`src/rtl/ula_ctrl_pkg.sv`:
```
// Shared opcode encodings and ALU control decode for the ula8bit clients.
package ula_ctrl_pkg;

    localparam logic [2:0] OP_AND  = 3'b000;
    localparam logic [2:0] OP_OR   = 3'b001;
    localparam logic [2:0] OP_ADD  = 3'b010;
    localparam logic [2:0] OP_SUB  = 3'b011;
    localparam logic [2:0] OP_SLT  = 3'b100;
    localparam logic [2:0] OP_NOR  = 3'b101;
    localparam logic [2:0] OP_NAND = 3'b110;
    localparam logic [2:0] OP_ILL  = 3'b111;

    // ula8bit OPERATION field
    localparam logic [1:0] ALU_AND = 2'b00;
    localparam logic [1:0] ALU_OR  = 2'b01;
    localparam logic [1:0] ALU_ADD = 2'b10;
    localparam logic [1:0] ALU_SLT = 2'b11;

    typedef struct packed {
        logic       ain;
        logic       bin;
        logic       cin;
        logic [1:0] operation;
    } alu_ctrl_t;

    function automatic alu_ctrl_t decode_op(input logic [2:0] op);
        alu_ctrl_t c;
        c = '0;
        case (op)
            OP_AND:  c = '{1'b0, 1'b0, 1'b0, ALU_AND};
            OP_OR:   c = '{1'b0, 1'b0, 1'b0, ALU_OR};
            OP_ADD:  c = '{1'b0, 1'b0, 1'b0, ALU_ADD};
            OP_SUB:  c = '{1'b0, 1'b1, 1'b1, ALU_ADD};
            OP_SLT:  c = '{1'b0, 1'b1, 1'b1, ALU_SLT};
            OP_NOR:  c = '{1'b1, 1'b1, 1'b0, ALU_AND};
            OP_NAND: c = '{1'b1, 1'b1, 1'b0, ALU_OR};
            default: c = '0;
        endcase
        return c;
    endfunction

endpackage

```
`src/rtl/ula8bit.sv`:
```
// Shared 8-bit combinational ALU: optional operand inversion, carry-in,
// and AND/OR/ADD/SLT selection with signed-overflow of the adder.
module ula8bit (
    input  logic [7:0] A,
    input  logic [7:0] B,
    input  logic       AIN,
    input  logic       BIN,
    input  logic       CIN,
    input  logic [1:0] OPERATION,
    output logic [7:0] RESULT,
    output logic       OVERFLOW
);

    logic [7:0] a_eff;
    logic [7:0] b_eff;
    logic [7:0] sum;

    // Operand conditioning, adder and result select
    always_comb begin
        a_eff    = AIN ? ~A : A;
        b_eff    = BIN ? ~B : B;
        sum      = a_eff + b_eff + {7'b0, CIN};
        OVERFLOW = (a_eff[7] == b_eff[7]) && (sum[7] != a_eff[7]);
        case (OPERATION)
            2'b00:   RESULT = a_eff & b_eff;
            2'b01:   RESULT = a_eff | b_eff;
            2'b10:   RESULT = sum;
            default: RESULT = {7'b0, sum[7]};
        endcase
    end

endmodule

```
`src/rtl/ula_op_decode.sv`:
```
// Combinational opcode decoder: ALU controls plus illegal / overflow-valid flags.
module ula_op_decode
    import ula_ctrl_pkg::*;
(
    input  logic [2:0] op,
    output alu_ctrl_t  ctrl,
    output logic       illegal,
    output logic       ovf_valid
);

    // Opcode to ALU control mapping and qualifier flags
    always_comb begin
        ctrl      = decode_op(op);
        illegal   = (op == OP_ILL);
        ovf_valid = (op == OP_ADD) || (op == OP_SUB);
    end

endmodule

```
`src/rtl/ula_arbiter.sv`:
```
// Two-port round-robin front end sharing one ula8bit: one-deep execute stage
// and a held response register per port.
module ula_arbiter
    import ula_ctrl_pkg::*;
#(
    parameter int unsigned INIT_PRIO = 0
) (
    input  logic       CLK,
    input  logic       RST_N,
    input  logic       REQ_VALID0,
    input  logic       REQ_VALID1,
    output logic       REQ_READY0,
    output logic       REQ_READY1,
    input  logic [2:0] REQ_OP0,
    input  logic [2:0] REQ_OP1,
    input  logic [7:0] REQ_A0,
    input  logic [7:0] REQ_A1,
    input  logic [7:0] REQ_B0,
    input  logic [7:0] REQ_B1,
    output logic       RSP_VALID0,
    output logic       RSP_VALID1,
    input  logic       RSP_READY0,
    input  logic       RSP_READY1,
    output logic [7:0] RSP_RESULT0,
    output logic [7:0] RSP_RESULT1,
    output logic       RSP_OVF0,
    output logic       RSP_OVF1
);

    localparam logic PTR_RST = (INIT_PRIO == 0) ? 1'b1 : 1'b0;

    logic       ex_v;
    logic [2:0] ex_op;
    logic [7:0] ex_a;
    logic [7:0] ex_b;
    logic       ex_port;
    logic       last_grant;

    logic       rsp_v0, rsp_v1;
    logic [7:0] rsp_r0, rsp_r1;
    logic       rsp_o0, rsp_o1;

    logic       elig0, elig1;
    logic       grant0, grant1;

    alu_ctrl_t  ctrl;
    logic       ex_ill;
    logic       ex_ovf_ok;
    logic [7:0] alu_result;
    logic       alu_ovf;
    logic [7:0] wb_result;
    logic       wb_ovf;

    ula_op_decode u_dec (
        .op        (ex_op),
        .ctrl      (ctrl),
        .illegal   (ex_ill),
        .ovf_valid (ex_ovf_ok)
    );

    ula8bit u_alu (
        .A         (ex_a),
        .B         (ex_b),
        .AIN       (ctrl.ain),
        .BIN       (ctrl.bin),
        .CIN       (ctrl.cin),
        .OPERATION (ctrl.operation),
        .RESULT    (alu_result),
        .OVERFLOW  (alu_ovf)
    );

    // Eligibility and round-robin grant; reset forces grants low immediately
    always_comb begin
        elig0  = REQ_VALID0 && !rsp_v0 && !(ex_v && !ex_port);
        elig1  = REQ_VALID1 && !rsp_v1 && !(ex_v && ex_port);
        grant0 = 1'b0;
        grant1 = 1'b0;
        if (RST_N) begin
            if (elig0 && elig1) begin
                grant0 = last_grant;
                grant1 = !last_grant;
            end else begin
                grant0 = elig0;
                grant1 = elig1;
            end
        end
    end

    // Writeback value: illegal ops ignore the ALU, overflow only for ADD/SUB
    always_comb begin
        wb_result = ex_ill ? '0 : alu_result;
        wb_ovf    = ex_ovf_ok && !ex_ill && alu_ovf;
    end

    // Execute stage capture and last-grant pointer
    always_ff @(posedge CLK or negedge RST_N) begin
        if (!RST_N) begin
            ex_v       <= 1'b0;
            ex_op      <= '0;
            ex_a       <= '0;
            ex_b       <= '0;
            ex_port    <= 1'b0;
            last_grant <= PTR_RST;
        end else begin
            ex_v <= grant0 || grant1;
            if (grant0 || grant1) begin
                ex_op      <= grant1 ? REQ_OP1 : REQ_OP0;
                ex_a       <= grant1 ? REQ_A1  : REQ_A0;
                ex_b       <= grant1 ? REQ_B1  : REQ_B0;
                ex_port    <= grant1;
                last_grant <= grant1;
            end
        end
    end

    // Per-port response registers: loaded from execute, cleared on handshake
    always_ff @(posedge CLK or negedge RST_N) begin
        if (!RST_N) begin
            rsp_v0 <= 1'b0;
            rsp_r0 <= '0;
            rsp_o0 <= 1'b0;
            rsp_v1 <= 1'b0;
            rsp_r1 <= '0;
            rsp_o1 <= 1'b0;
        end else begin
            if (ex_v && !ex_port) begin
                rsp_v0 <= 1'b1;
                rsp_r0 <= wb_result;
                rsp_o0 <= wb_ovf;
            end else if (rsp_v0 && RSP_READY0) begin
                rsp_v0 <= 1'b0;
            end
            if (ex_v && ex_port) begin
                rsp_v1 <= 1'b1;
                rsp_r1 <= wb_result;
                rsp_o1 <= wb_ovf;
            end else if (rsp_v1 && RSP_READY1) begin
                rsp_v1 <= 1'b0;
            end
        end
    end

    assign REQ_READY0  = grant0;
    assign REQ_READY1  = grant1;
    assign RSP_VALID0  = rsp_v0;
    assign RSP_VALID1  = rsp_v1;
    assign RSP_RESULT0 = rsp_r0;
    assign RSP_RESULT1 = rsp_r1;
    assign RSP_OVF0    = rsp_o0;
    assign RSP_OVF1    = rsp_o1;

endmodule

```
`config.mk`:
```
export PLATFORM = sky130hd
export DESIGN_NAME = ula_arbiter
export DESIGN_NICKNAME = d
export VERILOG_FILES = /design/src/rtl/ula_ctrl_pkg.sv /design/src/rtl/ula8bit.sv /design/src/rtl/ula_op_decode.sv /design/src/rtl/ula_arbiter.sv
export SDC_FILE = /design/constraint.sdc
export NUM_CORES = 1
export LEC_CHECK = 0
export ABC_AREA = 1
export CORE_ASPECT_RATIO = 0.6
export CORE_MARGIN = 3
export CORE_UTILIZATION = 50
export DETAILED_ROUTE_END_ITERATION = 10
export PLACE_DENSITY_LB_ADDON = 0.08
export RECOVER_POWER = 100
export SYNTH_ARGS = -nofsm -noshare
export SYNTH_HDL_FRONTEND = slang
export SYNTH_SLANG_ARGS = --single-unit
```
`constraint.sdc`:
```
create_clock -name CLK -period 3.8 [get_ports CLK]
set_input_delay 0.38 -clock CLK [delete_from_list [all_inputs] [get_ports CLK]]
set_output_delay 0.38 -clock CLK [all_outputs]
set_load 0.01 [all_outputs]
```
# Word-level counts from Yosys, hierarchy flattened

Cells that the tools add are included.

Bits in registers: 42
Bits in latches: 0
Bits in writable memories: 0
ROM bits: 0
Input bits: 44
Output and inout port bits: 22
Word-level logic and storage cells: 69
Memories kept: 0

Add/sub/neg operators: 2
Multiply operators: 0
Divide/modulo/power cells: 0
Magnitude comparators: 0
Equal/unequal tests: 11
Shift-type cells: 0
Muxes and demuxes: 16
Bitwise operators: 4
Reductions and logical operators: 24

Operators with widths:

| operator                                      | count |
|---|---|
| 2-to-1 mux 8 bit                              | 5 |
| one-hot mux 5 bit (6 select lines)            | 1 |
| one-hot mux 8 bit (3 select lines)            | 1 |
| inverter 8 bit                                | 2 |
| == test 3 bit, second input constant          | 4 |
| logical AND 1 bit                             | 12 |
| adder 8 x 1 -> 8 bit                          | 1 |
| adder 8 bit                                   | 1 |
| bitwise AND 8 bit                             | 1 |
| 2-to-1 mux 1 bit                              | 8 |
| bitwise OR 8 bit                              | 1 |
| logical NOT 1 bit                             | 7 |
| == test 3 x 2 -> 1 bit, second input constant | 2 |
| nonzero test 2 bit                            | 2 |
| == test 3 x 1 -> 1 bit, second input constant | 1 |
| 2-to-1 mux 3 bit                              | 1 |
| == test 2 x 1 -> 1 bit, second input constant | 1 |
| == test 2 bit, second input constant          | 1 |
| logical NOT 2 bit                             | 1 |
| logical OR 1 bit                              | 2 |
| == test 1 bit                                 | 1 |
| != test 1 bit                                 | 1 |

# Depth between registers and ports, before layout

Word-level depth: 8
Mapped depth: 24
Mapped depth without buffers: 23

# Hierarchy

From an unflattened synthesis, not the netlist that was laid out.

Cell total of the unflattened synthesis: 419
Area total of the unflattened synthesis: 3069.2 um^2

By module, submodules not included:

| module        | times used | cells each | area each (um^2) | sequential area each (um^2) |
|---|---|---|---|---|
| ula_arbiter   | 1          | 268        | 2117.0           | 1052.3 |
| ula8bit       | 1          | 134        | 868.3            | 0.0 |
| ula_op_decode | 1          | 17         | 83.8             | 0.0 |

# Worst setup path after synthesis

Ideal clock, no wire load.

Path type: register to register
Start: register ex_op[1]
End: register rsp_r1[6] (netlist: RSP_RESULT1[6])
Library setup time: 0.117 ns
Arrival: 2.748 ns
Data required time: 3.683 ns
Path slack: 0.934 ns
Stages on the path, launching flop included: 25
Buffers on the path: 1
Clock period less this slack: 2.866 ns
Cells stage by stage: dfrtp_1 -> nor2_1 -> clkinv_1 -> nand3_2 -> buf_6 -> nand2_2 -> xor2_1 -> inv_1 -> ha_1 -> nand3_1 -> nand2_1 -> inv_1 -> fa_1 -> inv_1 -> nand3_1 -> nand2_1 -> nand2_1 -> nand2_1 -> nand2_1 -> nand2_1 -> a21oi_1 -> o21ai_0 -> nand2_1 -> nand3_1 -> nand2_1

Longest elaborated chain between the ends: 7
Elaborated cells on any way between the ends: 19
Those cells by class: 2 x add/sub; 9 x eq/ne; 5 x mux; 2 x bitwise; 1 x reduce/logical

Ends and longest elaborated chain:

| element                                     | RTL line                     | source |
|---|---|---|
| start, declared                             | ula_arbiter.sv:33            | `logic [2:0] ex_op;` |
| start signal, assigned                      | ula_arbiter.sv:107           | `ex_op <= grant1 ? REQ_OP1 : REQ_OP0;` |
| == test 3 bit, or another cell as far along | ula_ctrl_pkg.sv:29           | `case (op)` |
| one-hot mux 5 bit (6 select lines)          | ula_ctrl_pkg.sv:29           |  |
| 2-to-1 mux 8 bit, on equally long branches  | ula8bit.sv:20, ula8bit.sv:21 |  |
| adder 8 bit                                 | ula8bit.sv:22                | `sum = a_eff + b_eff + {7'b0, CIN};` |
| adder 8 x 1 -> 8 bit                        | ula8bit.sv:22                |  |
| one-hot mux 8 bit (3 select lines)          | ula8bit.sv:24                | `case (OPERATION)` |
| 2-to-1 mux 8 bit (*)                        | ula_arbiter.sv:91            | `wb_result = ex_ill ? '0 : alu_result;` |
| end signal, assigned                        | ula_arbiter.sv:135           | `rsp_r1 <= wb_result;` |
| end, declared                               | ula_arbiter.sv:40            | `logic [7:0] rsp_r0, rsp_r1;` |

Every way passes the cells marked *; elsewhere a longest branch is shown, timed or not.
A chain may end at the register's enable or synchronous reset.

# Worst setup path after layout

Start: register ex_op[1]
End: register rsp_r0[6] (netlist: RSP_RESULT0[6])

Longest elaborated chain between the ends: 7
Elaborated cells on any way between the ends: 19
Those cells by class: 2 x add/sub; 9 x eq/ne; 5 x mux; 2 x bitwise; 1 x reduce/logical

Ends and longest elaborated chain:

| element                                     | RTL line                     | source |
|---|---|---|
| == test 3 bit, or another cell as far along | ula_ctrl_pkg.sv:29           |  |
| one-hot mux 5 bit (6 select lines)          | ula_ctrl_pkg.sv:29           |  |
| 2-to-1 mux 8 bit, on equally long branches  | ula8bit.sv:20, ula8bit.sv:21 |  |
| adder 8 bit                                 | ula8bit.sv:22                |  |
| adder 8 x 1 -> 8 bit                        | ula8bit.sv:22                |  |
| one-hot mux 8 bit (3 select lines)          | ula8bit.sv:24                |  |
| 2-to-1 mux 8 bit (*)                        | ula_arbiter.sv:91            |  |
| end signal, assigned                        | ula_arbiter.sv:128           | `rsp_r0 <= wb_result;` |
| end, declared                               | ula_arbiter.sv:40            |  |

Marks and branches as above.

==> impl_metrics.csv <==
group,metric,value,unit
clocking,path_clk_slew,0.09,ns
timing,relSlewSlack,16.3,%
synth,syn_avg_cell_area,7.76,sq um
synth,yosysSeqAreaShare,39.2,%
floorplanning,start_util,55.1,%
synth,netlist_area,2690,sq um
global_route,grt_pass1_wl,12200,um
clocking,cts_resized,0,
synth,synth_nets,407,
critical_path,crit_arrival,3.36,ns
floorplanning,dieHeight,62.8,um
layout,diodes,0,
drt,viasPerCell,5.17,
drt,drtPass1Iterations,4,
synth,netlist_instances,346,
placed_design,numPortBuffers,65,
synth,synthDistinctLibCells,29,
clocking,clk_path_buf_depth,2,
synth,synth_seq_cells,42,
global_route,overflow,0,
timing,finClkSkew,0.00307,ns
critical_path,r2r-start,"ex_op[1]",
global_route,grt_max_degree,44,
critical_path,setup.worst_path.start,"ex_op[1]",
critical_path,crit_top_cell,"nand2_1",
timing,hold_viol,0,
drt,drtAntennaViolNets,0,
critical_path,path_cells,"o21ai_0, nand2_1, nand2_2, xor2_1, inv_1, ha_1, nand3_1, nand2_1, inv_1, fa_1, inv_1, nand3_1, nand2_1, nand2_1, nand2_1, nand2_1, nand2_1, a21oi_1, o21ai_0, nand2_1, nand3_1, nand2_1",
clocking,post_cts_buffers,0,
timing,setup_violations,0,
clocking,cts-root-buf,"clkbuf_8",
layout,layout_common_cells,"96 x nand2_1, 48 x nand3_1, 45 x inv_1",
clocking,cts_inserted_buffers,5,
layout,area_growth,29.3,%
drt,wirelength,6910,um
global_route,grtUsageTotal,24.0,%
placed_design,gp_congestion,0.925,
floorplanning,core,4870,sq um
clocking,cts_sinks,42,
critical_path,critPathSlowestCell,"dfrtp_1",
global_route,grt_pass1_vias,2413,
timing,slew_violations,0,
critical_path,required,3.98,ns
synth,yosysWarningCount,0,
placed_design,dp_hpwl,5360,um
global_route,antenna_found_initial,0,
floorplanning,row_count,19,
layout,fillers,407,
timing,min_period,3.17,ns
critical_path,critPathLaunchType,"flop",
timing,fin_crit_sh,83.5,%
drt,drc,0,
clocking,cts.htree.levels,2,
clocking,postCtsHoldBufs,0,
clocking,cts_tree,"done",
drt,wl_per_cell,14.5,um
timing,rsz0062_at_grt,"no",
critical_path,cp_slowest_stage_delay,0.47,ns
critical_path,criticalPathCategory,"reg2reg",
timing,fin_setup_tns,0,ns
run_status,status,"completed",
drt,dr_total_vias,2460,
layout,drive_above_1_share,5.81,%
layout,layout_commonest_cell,"nand2_1",
drt,drtIter0Drc,176,
critical_path,end_kind,"flop",
floorplanning,pin_count,66,
layout,finalNetCount,473,
timing,clock.fmax,315,MHz
floorplanning,dieArea,6310,sq um
timing,worst_pin_slew,1.26,ns
clocking,clock_latency,0.29,ns
critical_path,cp_max_fo,8,
flow_run,maxCapViolCount,0,
worst_hold_path,hold_path.class,"in2async",
timing,whs,0.230,ns
floorplanning,die_width,101,um
==> worst paths after layout <==
| path | slack [ns] | depth (start not counted) | to |
|---|---|---|---|
| min in group CLK | 0.48 | 2 | RSP_RESULT1[0] |
| max in group asynchronous | 3.17 | 2 | last_grant |
| worst max-delay path | 0.63 | 22 | RSP_RESULT0[6] |
| worst max register to register | 0.63 | 22 | RSP_RESULT0[6] |
| worst min-delay path | 0.23 | 2 | ex_a[7] |
| worst min register to register | 0.48 | 2 | RSP_RESULT1[0] |
==> cells in the mapped netlist, drive strengths merged <==
master | n | area share [%]
fa | 1 | 0.75
nor2 | 6 | 1.0
o22ai | 1 | 0.23
inv | 49 | 6.8
xnor2 | 7 | 3.0
buf | 8 | 2.0
o211ai | 11 | 3.1
a21oi | 12 | 2.2
xor2 | 10 | 3.3
or2 | 2 | 0.47
nand3 | 49 | 9.3
nand2 | 101 | 15
o221ai | 2 | 0.65
dfrtp | 41 | 38
o21ai | 21 | 3.9
ha | 16 | 7.5
dfstp | 1 | 0.98
nand4 | 3 | 0.70
clkbuf | 3 | 0.79
clkinv | 2 | 0.28
==> sequential cells by signal, summed over array words and instances (netlist names), 3 cells and up <==
| name | count |
|---|---|
| RSP_RESULT1 | 8 |
| ex_b | 8 |
| ex_op | 3 |
| ex_a | 8 |
| RSP_RESULT0 | 8 |
==> final cells by class <==
type	instances	area (sq um)	share of cell area, %
inverter	51	191	5.51
tap	63	78.8	2.27
clock buffer	5	68.8	1.98
timing repair buffer	70	674	19.4
sequential	42	1050	30.3
clock inverter	3	43.8	1.26
multi-input combinational	242	1360	39.2
==> kinds of logic (layout without fill, tap and decap cells) <==
family                     count (synthesis)  count (layout)  synth area share [%]
DFF                                       42              42                  39.2
buffers and inverters                     62             129                  9.88
adders and majority gates                 17              17                  8.20
AOI/OAI and AO/OA                         47              47                  10.1
xor gates and xnor gates                  17              17                  6.24
and+or+nand+nor                          161             161                  26.4
==> metal layers <==
layer	global-route usage [%]	routed length [um]
met5	0	0
met4	4.54	38
met3	4.24	517
met2	32.8	2770
met1	39.1	3580
==> worst max-delay path: cells and delay by family (launching register included) <==
family                     cells  cell delay, ns
xor gates and xnor gates       1            0.22
DFF                            1            0.47
AOI/OAI and AO/OA              3            0.41
and+or+nand+nor               13            1.14
adders and majority gates      2            0.62
buffers and inverters          3            0.21
==> metrics by stage <==
stage / utilization [%] / instance area, sq um / std cells / worst slack [ns]
final: 71.2 / 3470 / 476 / 0.628
after global routing: 71.2 / 3470 / 476 / 0.230
after CTS: 71.5 / 3490 / 476 / 0.666
after detailed placement: 69.2 / 3370 / 468 / 0.685
after global placement: 69.2 / 3370 / 468 / 0.808
after floorplan: - / 2690 / 346 / 0.934
Power is not shown: default switching activity piles up to over one toggle a cycle in this logic, so the estimate is an artifact.
